===== src/rtl/cpu_pkg.sv =====
// Shared definitions for the RISC control path: opcodes, FSM states, ALU codes
// and the control vector that the decoder hands back to the sequencer.
package cpu_pkg;

  localparam logic [3:0] OP_ADD  = 4'h0;
  localparam logic [3:0] OP_SUB  = 4'h1;
  localparam logic [3:0] OP_AND  = 4'h2;
  localparam logic [3:0] OP_OR   = 4'h3;
  localparam logic [3:0] OP_XOR  = 4'h4;
  localparam logic [3:0] OP_SLL  = 4'h5;
  localparam logic [3:0] OP_SRL  = 4'h6;
  localparam logic [3:0] OP_ADDI = 4'h7;
  localparam logic [3:0] OP_LW   = 4'h8;
  localparam logic [3:0] OP_SW   = 4'h9;
  localparam logic [3:0] OP_BEQ  = 4'hA;
  localparam logic [3:0] OP_JMP  = 4'hB;
  localparam logic [3:0] OP_HALT = 4'hF;

  localparam logic [3:0] ALU_ADD = 4'h0;
  localparam logic [3:0] ALU_SUB = 4'h1;
  localparam logic [3:0] ALU_AND = 4'h2;
  localparam logic [3:0] ALU_OR  = 4'h3;
  localparam logic [3:0] ALU_XOR = 4'h4;
  localparam logic [3:0] ALU_SLL = 4'h5;
  localparam logic [3:0] ALU_SRL = 4'h6;

  typedef enum logic [2:0] {
    S_FETCH  = 3'd0,
    S_DECODE = 3'd1,
    S_EXEC   = 3'd2,
    S_MEM    = 3'd3,
    S_WB     = 3'd4,
    S_HALT   = 3'd5
  } state_e;

  typedef struct packed {
    logic [3:0] alu_op;
    logic       sel1;
    logic [1:0] sel2;
    logic       sel3;
    logic       sel5;
    logic       sel6;
    logic       re;
    logic       wr;
    logic       reg_wrt;
    logic       pc_sel;
    logic       im_select;
    logic       branch;
    logic       halted;
  } ctrl_t;

  function automatic logic is_rtype(input logic [3:0] op);
    return op <= OP_SRL;
  endfunction

  function automatic logic is_itype(input logic [3:0] op);
    return (op == OP_ADDI) || (op == OP_LW) || (op == OP_SW);
  endfunction

  function automatic logic is_nop(input logic [3:0] op);
    return (op >= 4'hC) && (op <= 4'hE);
  endfunction

  // R-type ops carry their own ALU code; address/immediate maths adds, BEQ compares by subtracting.
  function automatic logic [3:0] alu_sel(input logic [3:0] op);
    if (is_rtype(op)) return op;
    if (op == OP_BEQ) return ALU_SUB;
    return ALU_ADD;
  endfunction

endpackage


===== src/rtl/ctrl_decode.sv =====
// Combinational control-vector decode from the sequencer state and the
// instruction opcode; no state of its own.
module ctrl_decode
  import cpu_pkg::*;
#(
  parameter logic [3:0] HALT_OP = 4'hF
) (
  input  state_e     state,
  input  logic [3:0] op,
  input  logic       mem_last,
  output ctrl_t      ctrl
);

  always_comb begin
    ctrl = '0;
    case (state)
      S_FETCH: begin
        ctrl.im_select = 1'b1;
      end
      S_DECODE: begin
        ctrl.pc_sel = (op != HALT_OP) && is_nop(op);
      end
      S_EXEC: begin
        ctrl.alu_op = alu_sel(op);
        if (is_rtype(op)) begin
          ctrl.sel1 = 1'b1;
        end else if (is_itype(op)) begin
          ctrl.sel2 = 2'd1;
        end else if (op == OP_BEQ) begin
          ctrl.branch = 1'b1;
          ctrl.pc_sel = 1'b1;
        end else if (op == OP_JMP) begin
          ctrl.sel6   = 1'b1;
          ctrl.pc_sel = 1'b1;
        end
      end
      S_MEM: begin
        // Address operands stay selected so the RAM address is stable for the whole access.
        ctrl.alu_op = alu_sel(op);
        ctrl.sel2   = 2'd1;
        ctrl.re     = (op == OP_LW);
        ctrl.wr     = (op == OP_SW);
        ctrl.pc_sel = (op == OP_SW) && mem_last;
      end
      S_WB: begin
        ctrl.alu_op  = alu_sel(op);
        ctrl.sel2    = is_itype(op) ? 2'd1 : 2'd0;
        ctrl.sel1    = is_rtype(op) || (op == OP_ADDI);
        ctrl.sel3    = (op == OP_LW);
        ctrl.reg_wrt = 1'b1;
        ctrl.pc_sel  = 1'b1;
      end
      S_HALT: begin
        ctrl.halted = 1'b1;
      end
      default: begin
        ctrl = '0;
      end
    endcase
  end

endmodule


===== src/rtl/control_unit.sv =====
// Multi-cycle FETCH/DECODE/EXEC/MEM/WB sequencer for the 16-bit RISC datapath;
// holds state, latched opcode, MEM wait counter and carry flag.
module control_unit
  import cpu_pkg::*;
#(
  parameter int         MEM_WAIT = 1,
  parameter logic [3:0] HALT_OP  = 4'hF
) (
  input  logic       clk,
  input  logic       reset,
  input  logic [3:0] opcode,
  input  logic       carry,
  input  logic       run,
  output logic [3:0] alu_op,
  output logic       sel1,
  output logic [1:0] sel2,
  output logic       sel3,
  output logic       sel5,
  output logic       sel6,
  output logic       re,
  output logic       wr,
  output logic       reg_wrt,
  output logic       pc_sel,
  output logic       im_select,
  output logic       branch,
  output logic       carry_flag,
  output logic       halted
);

  state_e     state_q, state_d;
  logic [3:0] op_q, op_d;
  logic [3:0] cnt_q, cnt_d;
  logic       carry_flag_q, carry_flag_d;
  logic [3:0] op_eff;
  ctrl_t      ctrl;

  // op_q only becomes valid at the end of DECODE, so DECODE itself looks at the live opcode.
  assign op_eff = (state_q == S_DECODE) ? opcode : op_q;

  always_ff @(posedge clk or negedge reset) begin
    if (!reset) begin
      state_q      <= S_FETCH;
      op_q         <= 4'h0;
      cnt_q        <= 4'h0;
      carry_flag_q <= 1'b0;
    end else begin
      state_q      <= state_d;
      op_q         <= op_d;
      cnt_q        <= cnt_d;
      carry_flag_q <= carry_flag_d;
    end
  end

  always_comb begin
    state_d      = state_q;
    op_d         = op_q;
    cnt_d        = cnt_q;
    carry_flag_d = carry_flag_q;
    case (state_q)
      S_FETCH: begin
        state_d = S_DECODE;
      end
      S_DECODE: begin
        op_d = opcode;
        if (opcode == HALT_OP)   state_d = S_HALT;
        else if (is_nop(opcode)) state_d = S_FETCH;
        else                     state_d = S_EXEC;
      end
      S_EXEC: begin
        if (is_rtype(op_q) || (op_q == OP_ADDI)) begin
          carry_flag_d = carry;
          state_d      = S_WB;
        end else if ((op_q == OP_LW) || (op_q == OP_SW)) begin
          cnt_d   = 4'(MEM_WAIT);
          state_d = S_MEM;
        end else begin
          state_d = S_FETCH;
        end
      end
      S_MEM: begin
        if (cnt_q == 4'd0) begin
          state_d = (op_q == OP_LW) ? S_WB : S_FETCH;
        end else begin
          cnt_d = cnt_q - 4'd1;
        end
      end
      S_WB: begin
        state_d = S_FETCH;
      end
      S_HALT: begin
        if (run) state_d = S_FETCH;
      end
      default: begin
        state_d = S_FETCH;
      end
    endcase
  end

  ctrl_decode #(
    .HALT_OP (HALT_OP)
  ) u_decode (
    .state    (state_q),
    .op       (op_eff),
    .mem_last (cnt_q == 4'd0),
    .ctrl     (ctrl)
  );

  assign alu_op     = ctrl.alu_op;
  assign sel1       = ctrl.sel1;
  assign sel2       = ctrl.sel2;
  assign sel3       = ctrl.sel3;
  assign sel5       = ctrl.sel5;
  assign sel6       = ctrl.sel6;
  assign re         = ctrl.re;
  assign wr         = ctrl.wr;
  assign reg_wrt    = ctrl.reg_wrt;
  assign pc_sel     = ctrl.pc_sel;
  assign im_select  = ctrl.im_select;
  assign branch     = ctrl.branch;
  assign halted     = ctrl.halted;
  assign carry_flag = carry_flag_q;

endmodule


===== config.mk =====
export PLATFORM = sky130hd
export DESIGN_NAME = control_unit
export DESIGN_NICKNAME = d
export VERILOG_FILES = /design/src/rtl/cpu_pkg.sv /design/src/rtl/ctrl_decode.sv /design/src/rtl/control_unit.sv
export SDC_FILE = /design/constraint.sdc
export NUM_CORES = 1
export LEC_CHECK = 0
export CORE_MARGIN = 4
export CORE_UTILIZATION = 50
export CTS_BUF_LIST = sky130_fd_sc_hd__clkbuf_4 sky130_fd_sc_hd__clkbuf_8
export DETAILED_ROUTE_END_ITERATION = 8
export GPL_ROUTABILITY_DRIVEN = 0
export PLACE_DENSITY_LB_ADDON = 0.15
export SYNTH_ARGS = -nofsm -noshare
export SYNTH_HDL_FRONTEND = slang
export SYNTH_SLANG_ARGS = --single-unit

===== constraint.sdc =====
create_clock -name clk -period 4.8 [get_ports clk]
set_input_delay 0.96 -clock clk [delete_from_list [all_inputs] [get_ports clk]]
set_output_delay 0.96 -clock clk [all_outputs]
set_load 0.02 [all_outputs]

==> impl_metrics.csv <==
group,metric,value,unit
routing,postRouteAntennaNets,0,
routing,wire_per_inst,14.82,um
routing,drt-total-wl,2104,um
clock_tree,cts_resized,0,
sta,max-slew-margin-rel,57.94,%
power,power.density,674.8,nW/um2
synth,synth_top_family_by_area,"simple AND/OR/NAND/NOR gates",
setup_path,worstSetupPathType,"reg2out",
synth,synth.area.top_cells,"dfrtp_1 33%, nand2_1 3.7%, mux2_2 3.7%",
sta,finalSetupViolations,0,
setup_path,timing.rr.start,"state_q[0]",
final_layout,layout_commonest_cell,"clkdlybuf4s50_1",
sta,tns,0,ns
sta,grt_setup_unrepaired,"false",
global_routing,grt_max_degree,21,
setup_path,cp.required,3.84,ns
setup_path,worstReg2RegEnd,"op_q[1]",
synth,netlist_area,912.1,um2
synth,ys_seq_area_share,32.92,%
global_routing,antenna_found_initial,0,
routing,drt_iter0_markers,33,
synth,synth_compound_area_share,17.97,%
sta,final_max_slew_viol_count,0,
global_routing,grt_pass1_wl,3525,um
die,rows,15,
clock_tree,cts_tree,"built",
worst_hold_path,hp-class,"reg2reg",
place,dpl_worst_slack,1.161,ns
synth,muxShareOfSynthArea,6.447,%
synth,synth-seq-cells,12,
setup_path,cp-startpoint,"state_q[0]",
synth,synth_flop_cell,"dfrtp_1",
final_layout,antenna-diode-count,0,
routing,drt-vias-per-instance,5.704,
synth,yosysTopAreaCell,"dfrtp_1",
routing,via_count,810,
setup_path,worstSetupEndpointType,"output pin",
final_layout,drive_gt1_share,11.97,%
sta,finalClockSkew,0.0007280,ns
synth,synth_cells,98,
routing,drcViolationCount,0,
die,start_util,52.83,%
clock_tree,clk_path_buf_depth,2,
clock_tree,cts_root_buf,"clkbuf_4",
place,dp_hpwl,1533,um
clock_tree,clk_pin_slew_worst_paths,0.07,ns
setup_path,reg2reg_slack,3.12,ns
die,io_pins,26,
synth,synthAdderAreaFrac,2.743,%
setup_path,start_kind,"register",
sta,period_share,77.72,%
synth,synth-simple-area-share,30.45,%
sta,worstMarginPinSlew,0.6296,ns
die,coreArea,1727,um2
outcome,status,"finished clean",
sta,fin_ws,1.069,ns
synth,synthDistinctLibCells,44,
routing,drtPass1Iterations,4,
global_routing,track_usage,18.11,%
sta,period_needed,3.731,ns
final_layout,nets,128,
synth,synth_top_area_share,32.92,%
synth,syn_area_per_cell,9.307,um2
clock_tree,clk_latency,0.27,ns
final_layout,area_delta_synth_final,25.38,%
clock_tree,clock_sinks,12,
setup_path,worstSetupEndpoint,"alu_op[0]",
synth,synth-xor-area-share,0,%
final_layout,n_fill_cell,157,
die,die_x,50.71,um
clock_tree,htreeDepth,1,
die,die_h,50.71,um
global_routing,grt_pass1_vias,759,
power,leakage,0.4462,nW
power,ir_drop,0.3492,mV
final_layout,layout_common_cells,"22 x clkdlybuf4s50_1, 12 x dfrtp_1, 9 x nand2_1",
setup_path,arrival,2.77,ns
final_layout,multi_input_area,536.8,um2
clock_tree,cts_setup_buffers,0,
clock_tree,ctsHoldBuffers,0,
clock_tree,cts_buffers,3,
synth,async_flop_share,100.0,%
place,io_buffer_count,22,
sta,hold_viol_final,0,
final_layout,register_area,300.3,um2
setup_path,reg2reg_depth,2,
setup_path,worstPathMaxFanout,20,
sta,max_clock_freq,268.1,MHz
global_routing,grt_overflow,0,
synth,yosys_warnings,0,
die,die_area,2572,um2
flow_run,cap_violations,0,
synth,synth-edff-count,0,
-- sequential cells by signal (all words and copies together), names as in the netlist --
signal and count:
cnt_q 4, state_q 3, carry_flag 1, op_q 4
-- final cells by class --
| type | instances | share of cell area, % |
|---|---|---|
| Multi-Input combinational cell | 74 | 46.94 |
| Sequential cell | 12 | 26.26 |
| Timing Repair Buffer | 22 | 19.26 |
| Clock buffer | 4 | 3.173 |
| Tap cell | 25 | 2.735 |
| Inverter | 5 | 1.641 |
-- per-stage QoR --
| step | util (%) | hold WS (ns) | power, mW | area (um2) | instances |
|---|---|---|---|---|---|
| 5_1_grt | 66.23 | 0.5475 | 0.8381 | 1144 | 142 |
| 4_1_cts | 66.23 | 0.5106 | 0.7753 | 1144 | 142 |
| 6_report | 66.23 | 0.5086 | 0.7717 | 1144 | 142 |
| 2_1_floorplan | - | 0.4623 | 0.5680 | 919.6 | 100 |
| 3_3_place_gp | 64.13 | 0.4947 | 0.6810 | 1107 | 138 |
| 3_5_place_dp | 64.13 | 0.5009 | 0.6918 | 1107 | 138 |
-- cell usage after synthesis (3+ instances only) --
| cell | count |
|---|---|
| nor2b_1 | 5 |
| mux2_2 | 3 |
| buf_2 | 3 |
| inv_1 | 5 |
| o2bb2ai_1 | 3 |
| nor3_1 | 3 |
| nor2_1 | 3 |
| a21oi_1 | 3 |
| nand2_1 | 9 |
| buf_4 | 3 |
| o21ai_0 | 4 |
| dfrtp_1 | 12 |
| nand3b_1 | 3 |
-- report_power, final --
| group | leakage (nW) | internal [mW] | switching, mW |
|---|---|---|---|
| logic | 0.282 | 0.226 | 0.215 |
| clock network | 0.0210 | 0.0461 | 0.0333 |
| registers | 0.144 | 0.152 | 0.0993 |
| total | 0.446 | 0.424 | 0.348 |
-- worst max-delay path, stage by stage (launching register included) --
cell             delay, ns
dfrtp_1               0.71
nor3b_4               0.44
mux2_2                0.40
a221oi_1              0.30
clkdlybuf4s50_1       0.65
-- routing by layer --
metal | wire, um | GRT usage (%)
met5 | 0 | 0
met3 | 134 | 6.231
met2 | 1033 | 29.57
met4 | 12 | 1.345
met1 | 924 | 24.04
-- worst min-delay path by stage --
stage | cells after the start | endpoint | from
after floorplan | 1 | cnt_q[0] | cnt_q[0]
after global placement | 1 | carry_flag | carry_flag
after detailed placement | 1 | cnt_q[0] | cnt_q[0]
after CTS | 1 | cnt_q[0] | cnt_q[0]
after global routing | 1 | carry_flag | carry_flag
final | 1 | cnt_q[0] | cnt_q[0]
-- logic make-up after synthesis --
kind of cell,after synthesis
compound gates,22
fa+ha+maj,2
buf+inv,14
flops,12
mux,5
other cells,1
simple gates,42
Note: power is estimated with default switching activity, not from simulation.
